==> src/rtl/seq_match_framer.sv <==
// Frames qualified detector matches into per-frame counts (valid/ready, result 1 edge after last bit,
// overwritten and flagged lost if unaccepted) and logs match bit indices in a small drop-on-full FIFO.

module seq_match_fifo #(
  parameter int W     = 4,
  parameter int DEPTH = 4
) (
  input  logic         clock,
  input  logic         reset,
  input  logic         push_vld,
  input  logic [W-1:0] push_dat,
  input  logic         pop_rdy,
  output logic         pop_vld,
  output logic [W-1:0] pop_dat,
  output logic         full
);
  localparam int ADDR_W = $clog2(DEPTH);

  logic [ADDR_W-1:0] wr_ptr_q, wr_ptr_d, rd_ptr_q, rd_ptr_d;
  logic [ADDR_W:0]   cnt_q, cnt_d;
  logic [W-1:0]      mem_q [DEPTH];
  logic [W-1:0]      mem_d [DEPTH];
  logic              empty, do_push, do_pop;

  always_comb begin
    empty   = (cnt_q == '0);
    full    = (cnt_q == (ADDR_W+1)'(DEPTH));
    do_pop  = pop_rdy & ~empty;
    // A pop in the same edge frees the slot, so a full FIFO still accepts.
    do_push = push_vld & (~full | do_pop);
    pop_vld = ~empty;
    pop_dat = empty ? '0 : mem_q[rd_ptr_q];
    wr_ptr_d = wr_ptr_q;
    rd_ptr_d = rd_ptr_q;
    cnt_d    = cnt_q;
    mem_d    = mem_q;
    if (do_push) begin
      mem_d[wr_ptr_q] = push_dat;
      wr_ptr_d        = wr_ptr_q + ADDR_W'(1);
    end
    if (do_pop) rd_ptr_d = rd_ptr_q + ADDR_W'(1);
    if (do_push && !do_pop) cnt_d = cnt_q + (ADDR_W+1)'(1);
    if (do_pop && !do_push) cnt_d = cnt_q - (ADDR_W+1)'(1);
  end

  always_ff @(negedge clock) begin
    if (!reset) begin
      wr_ptr_q <= '0;
      rd_ptr_q <= '0;
      cnt_q    <= '0;
    end else begin
      wr_ptr_q <= wr_ptr_d;
      rd_ptr_q <= rd_ptr_d;
      cnt_q    <= cnt_d;
    end
  end

  always_ff @(negedge clock) begin
    mem_q <= mem_d;
  end
endmodule

module seq_match_framer #(
  parameter int FRAME_LEN  = 16,
  parameter int IDX_W      = 4,
  parameter int CNT_W      = 5,
  parameter int FIFO_DEPTH = 4
) (
  input  logic             clock,
  input  logic             reset,
  input  logic             bit_en,
  input  logic             z,
  output logic             frame_valid,
  input  logic             frame_ready,
  output logic [CNT_W-1:0] frame_count,
  output logic             frame_lost,
  output logic             pos_valid,
  input  logic             pos_ready,
  output logic [IDX_W-1:0] pos_data,
  output logic             pos_ovf
);
  localparam logic [IDX_W-1:0] LAST_IDX = IDX_W'(FRAME_LEN - 1);

  logic [IDX_W-1:0] bit_idx_q, bit_idx_d;
  logic [CNT_W-1:0] match_acc_q, match_acc_d;
  logic [CNT_W-1:0] frame_count_q, frame_count_d;
  logic             frame_valid_q, frame_valid_d;
  logic             frame_lost_q, frame_lost_d;
  logic             pos_ovf_q, pos_ovf_d;
  logic             hit, frame_end, fifo_full;
  logic [CNT_W:0]   acc_sum;
  logic [CNT_W-1:0] acc_sat;

  seq_match_fifo #(.W(IDX_W), .DEPTH(FIFO_DEPTH)) u_pos_fifo (
    .clock    (clock),
    .reset    (reset),
    .push_vld (hit),
    .push_dat (bit_idx_q),
    .pop_rdy  (pos_ready),
    .pop_vld  (pos_valid),
    .pop_dat  (pos_data),
    .full     (fifo_full)
  );

  always_comb begin
    hit       = bit_en & z;
    frame_end = bit_en & (bit_idx_q == LAST_IDX);
    acc_sum   = {1'b0, match_acc_q} + {{CNT_W{1'b0}}, hit};
    acc_sat   = acc_sum[CNT_W] ? {CNT_W{1'b1}} : acc_sum[CNT_W-1:0];

    bit_idx_d     = bit_idx_q;
    match_acc_d   = match_acc_q;
    frame_count_d = frame_count_q;
    frame_valid_d = frame_valid_q;
    frame_lost_d  = frame_lost_q;
    pos_ovf_d     = pos_ovf_q;

    if (frame_end) begin
      bit_idx_d     = '0;
      match_acc_d   = '0;
      frame_count_d = acc_sat;
      frame_valid_d = 1'b1;
      // A simultaneous transfer consumes the old result, so only a stalled one is lost.
      if (frame_valid_q && !frame_ready) frame_lost_d = 1'b1;
    end else begin
      if (frame_valid_q && frame_ready) frame_valid_d = 1'b0;
      if (bit_en) begin
        bit_idx_d   = bit_idx_q + IDX_W'(1);
        match_acc_d = acc_sat;
      end
    end

    if (hit && fifo_full && !(pos_valid && pos_ready)) pos_ovf_d = 1'b1;
  end

  always_ff @(negedge clock) begin
    if (!reset) begin
      bit_idx_q     <= '0;
      match_acc_q   <= '0;
      frame_count_q <= '0;
      frame_valid_q <= 1'b0;
      frame_lost_q  <= 1'b0;
      pos_ovf_q     <= 1'b0;
    end else begin
      bit_idx_q     <= bit_idx_d;
      match_acc_q   <= match_acc_d;
      frame_count_q <= frame_count_d;
      frame_valid_q <= frame_valid_d;
      frame_lost_q  <= frame_lost_d;
      pos_ovf_q     <= pos_ovf_d;
    end
  end

  assign frame_valid = frame_valid_q;
  assign frame_count = frame_count_q;
  assign frame_lost  = frame_lost_q;
  assign pos_ovf     = pos_ovf_q;
endmodule
==> config.mk <==
export PLATFORM = sky130hd
export DESIGN_NAME = seq_match_framer
export DESIGN_NICKNAME = d
export VERILOG_FILES = /design/src/rtl/seq_match_framer.sv
export SDC_FILE = /design/constraint.sdc
export NUM_CORES = 1
export LEC_CHECK = 0
export BUFFER_PORTS_ARGS = -buffer_cell sky130_fd_sc_hd__buf_2
export CORE_ASPECT_RATIO = 2
export CORE_MARGIN = 2
export CORE_UTILIZATION = 45
export DETAILED_ROUTE_END_ITERATION = 16
export GPL_TIMING_DRIVEN = 0
export SLEW_MARGIN = 10
export SYNTH_ARGS = -nofsm -noshare
export SYNTH_HDL_FRONTEND = slang
export SYNTH_SLANG_ARGS = --single-unit
==> constraint.sdc <==
create_clock -name clock -period 5.74 [get_ports clock]
set_input_delay 1.148 -clock clock [delete_from_list [all_inputs] [get_ports clock]]
set_output_delay 1.148 -clock clock [all_outputs]
set_load 0.01 [all_outputs]
* Yosys cells after proc, flatten, opt, wreduce, memory -nomap -nowiden
Cells that the tools add are included.
** Storage, ports and cells
- Logic and storage cells :: 63
- Bits in registers :: 40
** Operators by class
- Mux-type cells :: 12
- Bitwise logic cells :: 10
- Order comparisons :: 3
- Eq/ne operators :: 2
- Reduce and logical (&&, ||, !) cells :: 17
- $add $sub $neg :: 6
** Operators by type and width (count)
- $bwmux W16 :: 1
- $mux W4 :: 4
- $bmux W4 S2 :: 1
- $demux W4 S2 :: 1
- $logic_and A1 B1 Y1 :: 8
- $add A5 B1 Y6 :: 1
- $ge A3 B3 Y1 const B :: 2
- $mux W3 :: 2
- $not A2 Y3 :: 2
- $mux W5 :: 1
- $add A2 B1 Y2 const B :: 2
- $add A4 B1 Y4 const B :: 1
- $and A1 B1 Y1 :: 4
- $eq A4 B4 Y1 const B :: 1
- $logic_not A1 Y1 :: 4
- $reduce_bool A2 Y1 :: 2
- $add A3 B1 Y3 const B :: 1
- $eq A3 B3 Y1 const B :: 1
- $logic_not A3 Y1 :: 1
- $lt A3 B1 Y1 const B :: 1
- $not A1 Y1 :: 3
- $sub A3 B1 Y3 const B :: 1
- $mux W1 :: 2
- $reduce_and A2 Y1 :: 1
- 2 further kinds :: 2

* Logic depth before layout (Yosys ltp)
- Word-level depth :: 8
- Mapped depth :: 9
- Gate-level depth less buffers :: 9

* Modules after synthesis
Synthesis repeated with hierarchy kept, for this count alone.
** Second synthesis, totals
- Cell total of the unflattened synthesis :: 156
- Area total of the unflattened synthesis :: 1806.7 µm²
** Modules (own cells, without submodules)
- seq_match_fifo :: area an instance 1069.8 µm², sequential area each 620.6 µm², times used 1, cells an instance 78
- seq_match_framer :: area an instance 737.0 µm², sequential area each 340.3 µm², times used 1, cells an instance 78

==> impl_metrics.env <==
export IMPL_worst_pin_slew_ns=0.457
export IMPL_ys_async_sr_fraction=0
export IMPL_antenna_found_initial=0
export IMPL_rsz0062_at_grt="no"
export IMPL_wl_per_cell_microns=12.7
export IMPL_placed_cells=224
export IMPL_cts_tree="built"
export IMPL_drt_wl_total_microns=3420
export IMPL_yosysUniqueCellTypes=34
export IMPL_grt_pass1_vias=1430
export IMPL_syn_avg_cell_area_sq_um=11.4
export IMPL_clockBufferDepth=2
export IMPL_fin_tns_setup_ns=0
export IMPL_synth_edff_count=16
export IMPL_cts_hold_buf=0
export IMPL_report_final_hold_viol_count=0
export IMPL_gr_total_overflow=0
export IMPL_drv_slew=0
export IMPL_grtUsageTotal=0.169
export IMPL_drive_above_1_share=0.169
export IMPL_numCtsBuffers=5
export IMPL_cp_max_fo=7
export IMPL_setup_viol=0
export IMPL_synthCells=155
export IMPL_p_sw_frac=0.332
export IMPL_power_switching_mw=0.277
export IMPL_seqPwrFrac=0.407
export IMPL_power_internal_mw=0.556
export IMPL_ys_ff_latch=40
export IMPL_clk_latency_ns=0.37
export IMPL_grt_max_degree=13
export IMPL_fp_dieH_microns=92.7
export IMPL_gp_congestion=0.766
export IMPL_grt_pass1_wl_microns=5810
export IMPL_synth_area_leaders="dfxtp_1 27%, edfxtp_1 27%, ha_1 5.6%, mux4_2 5.1%, a21oi_1 3.7%"
export IMPL_synthFlopType="dfxtp_1"
export IMPL_core_area_sq_um=3800
export IMPL_leakage_nw=1.02
export IMPL_reg2reg_from="u_pos_fifo.cnt_q[0]$_SDFFE_NN0P_"
export IMPL_utilization=0.574
export IMPL_synth_common_cells="24 x dfxtp_1, 16 x edfxtp_1, 15 x nor2_1"
export IMPL_drc_errors=0
export IMPL_area_growth_pct=23.2
export IMPL_antenna_cells=0
export IMPL_cp_required_ns=4.59
export IMPL_status="finished, final reports clean"
export IMPL_drv_cap=0
export IMPL_place_hpwl_microns=2500
export IMPL_io_pins=19
export IMPL_power_mw=0.832
export IMPL_synth_warning_count=0
export IMPL_whs_path_depth=2
export IMPL_slew_limit_headroom=0.695
export IMPL_clkPwrFrac=0.400
export IMPL_cts_sinks=40
export IMPL_pwr_share_comb=0.194
export IMPL_htreeDepth=2
export IMPL_crit_arrival_ns=4.47
export IMPL_critical_path_class="register to primary output"
export IMPL_yosysMostFrequentCell="dfxtp_1"
export IMPL_clockRootBuffer="clkbuf_8"
export IMPL_p_per_area_nw_per_um2=381
export IMPL_drt_first_pass_iters=4
export IMPL_port_buffers=18
export IMPL_die_w_microns=48.4
export IMPL_cp_startpoint="u_pos_fifo.rd_ptr_q[0]$_SDFFE_NN0P_"
export IMPL_ys_seq_area_frac=0.542
export IMPL_hp_class="register to register"
export IMPL_vias_per_cell=4.95
export IMPL_timing_rr_end="u_pos_fifo.cnt_q[2]$_SDFFE_NN0P_"
export IMPL_synth_top_area_frac=0.271
export IMPL_peakVddDrop_mv=0.314
export IMPL_rr_worst_depth=9
export IMPL_skew_ns=0.0255
export IMPL_num_vias=1336
export IMPL_netlist_area_sq_um=1770
export IMPL_fin_cells=270
export IMPL_cts_resized_gates=0
export IMPL_dieArea_sq_um=4490
export IMPL_r2r_slack_ns=3.51
export IMPL_whs_ns=0.451
export IMPL_initialDrtViolationCount=28
export IMPL_path_clk_slew_ns=0.03
export IMPL_crit_path_end_kind="primary output"
export IMPL_nets=234
export IMPL_cts_setup_buffers=0
export IMPL_floorplan_initialDensity=0.466
export IMPL_fp_row_count=32
export IMPL_crit_path_start_kind="register"
export IMPL_endpoint="pos_data[1]"
export IMPL_synth_fp_nets=170
export IMPL_ant_nets=0
export IMPL_yosysTopAreaCell="dfxtp_1"
==> power by group through the flow <==
stage	combinational (mW)	clock [mW]	sequential, mW
2_1_floorplan	0.120	0.0433	0.337
3_3_place_gp	0.158	0.0433	0.341
3_5_place_dp	0.163	0.0433	0.343
4_1_cts	0.164	0.346	0.339
6_report	0.161	0.333	0.339
5_1_grt	0.186	0.370	0.341
==> layout by cell type, fill, tap and decap left out, drive strengths merged, types with 2 or more instances in the layout <==
cell type,count
a211oi,2
a21oi,13
and3,5
buf,21
clkbuf,7
dfxtp,24
edfxtp,16
ha,8
inv,50
mux2i,4
mux4,4
nand2,4
nand2b,2
nand3,4
nand4,4
nor2,15
nor2b,4
nor3,3
o21ai,5
o2bb2ai,5
or3,2
xor2,6
==> final cells by class <==
class,instances,area [sq um]
clock inverters,42,189
fillers,349,1620
multi-input cells,99,747
inverters,10,37.5
clock buffers,5,68.8
repair buffers,18,90.1
flip-flops and latches,40,961
well taps,51,63.8
plain buffers,5,25.0
==> critical path: stages, from the launching register on <==
cell and delay (ns):
dfxtp_1 0.30, buf_4 0.16, mux4_2 0.51, nor2b_1 0.14, buf_2 0.15
==> worst min-delay path by stage <==
stage	start	to	slack, ns
CTS	frame_count[1]$_SDFFE_NN0P_	frame_count[1]$_SDFFE_NN0P_	0.46
global route	frame_count[1]$_SDFFE_NN0P_	frame_count[1]$_SDFFE_NN0P_	0.47
floorplan	match_acc_q[0]$_SDFFE_NP0P_	match_acc_q[0]$_SDFFE_NP0P_	0.47
finish	frame_lost$_SDFFE_NN0P_	frame_lost$_SDFFE_NN0P_	0.45
global placement	frame_count[1]$_SDFFE_NN0P_	frame_count[1]$_SDFFE_NN0P_	0.44
detailed placement	frame_count[1]$_SDFFE_NN0P_	frame_count[1]$_SDFFE_NN0P_	0.44
==> routing by layer <==
metal,wire (microns),GRT usage,vias up
li1,-,-,681
met2,2000,0.331,31
met3,136,0.0516,10
met4,108,0.121,0
met1,1170,0.134,614
met5,0,0,-
==> logic make-up (layout without fill, tap and decap cells) <==
logic type / after synthesis / count (layout) / synth area share
AOI/OAI and AO/OA: 27 / 27 / 0.0946
xor gates and xnor gates: 7 / 7 / 0.0346
adders and majority gates: 9 / 9 / 0.0678
buffers and inverters: 16 / 80 / 0.0360
DFF: 40 / 40 / 0.542
muxes: 8 / 8 / 0.0734
and+or+nand+nor: 48 / 48 / 0.151
==> through the flow <==
stage          setup WS [ns]  cell area (sq um)
2_1_floorplan          0.110               1770
3_3_place_gp          -0.158               1930
3_5_place_dp          -0.194               1930
4_1_cts               0.0388               2180
5_1_grt              0.00760               2180
6_report               0.121               2180
==> sequential cells by signal, indices dropped and copies added (netlist names) <==
register / count
u_pos_fifo.cnt_q: 3
pos_ovf: 1
match_acc_q: 5
frame_valid: 1
u_pos_fifo.rd_ptr_q: 2
u_pos_fifo.mem_q: 16
bit_idx_q: 4
u_pos_fifo.wr_ptr_q: 2
frame_lost: 1
frame_count: 5
Note: power is estimated with default switching activity, not from simulation.
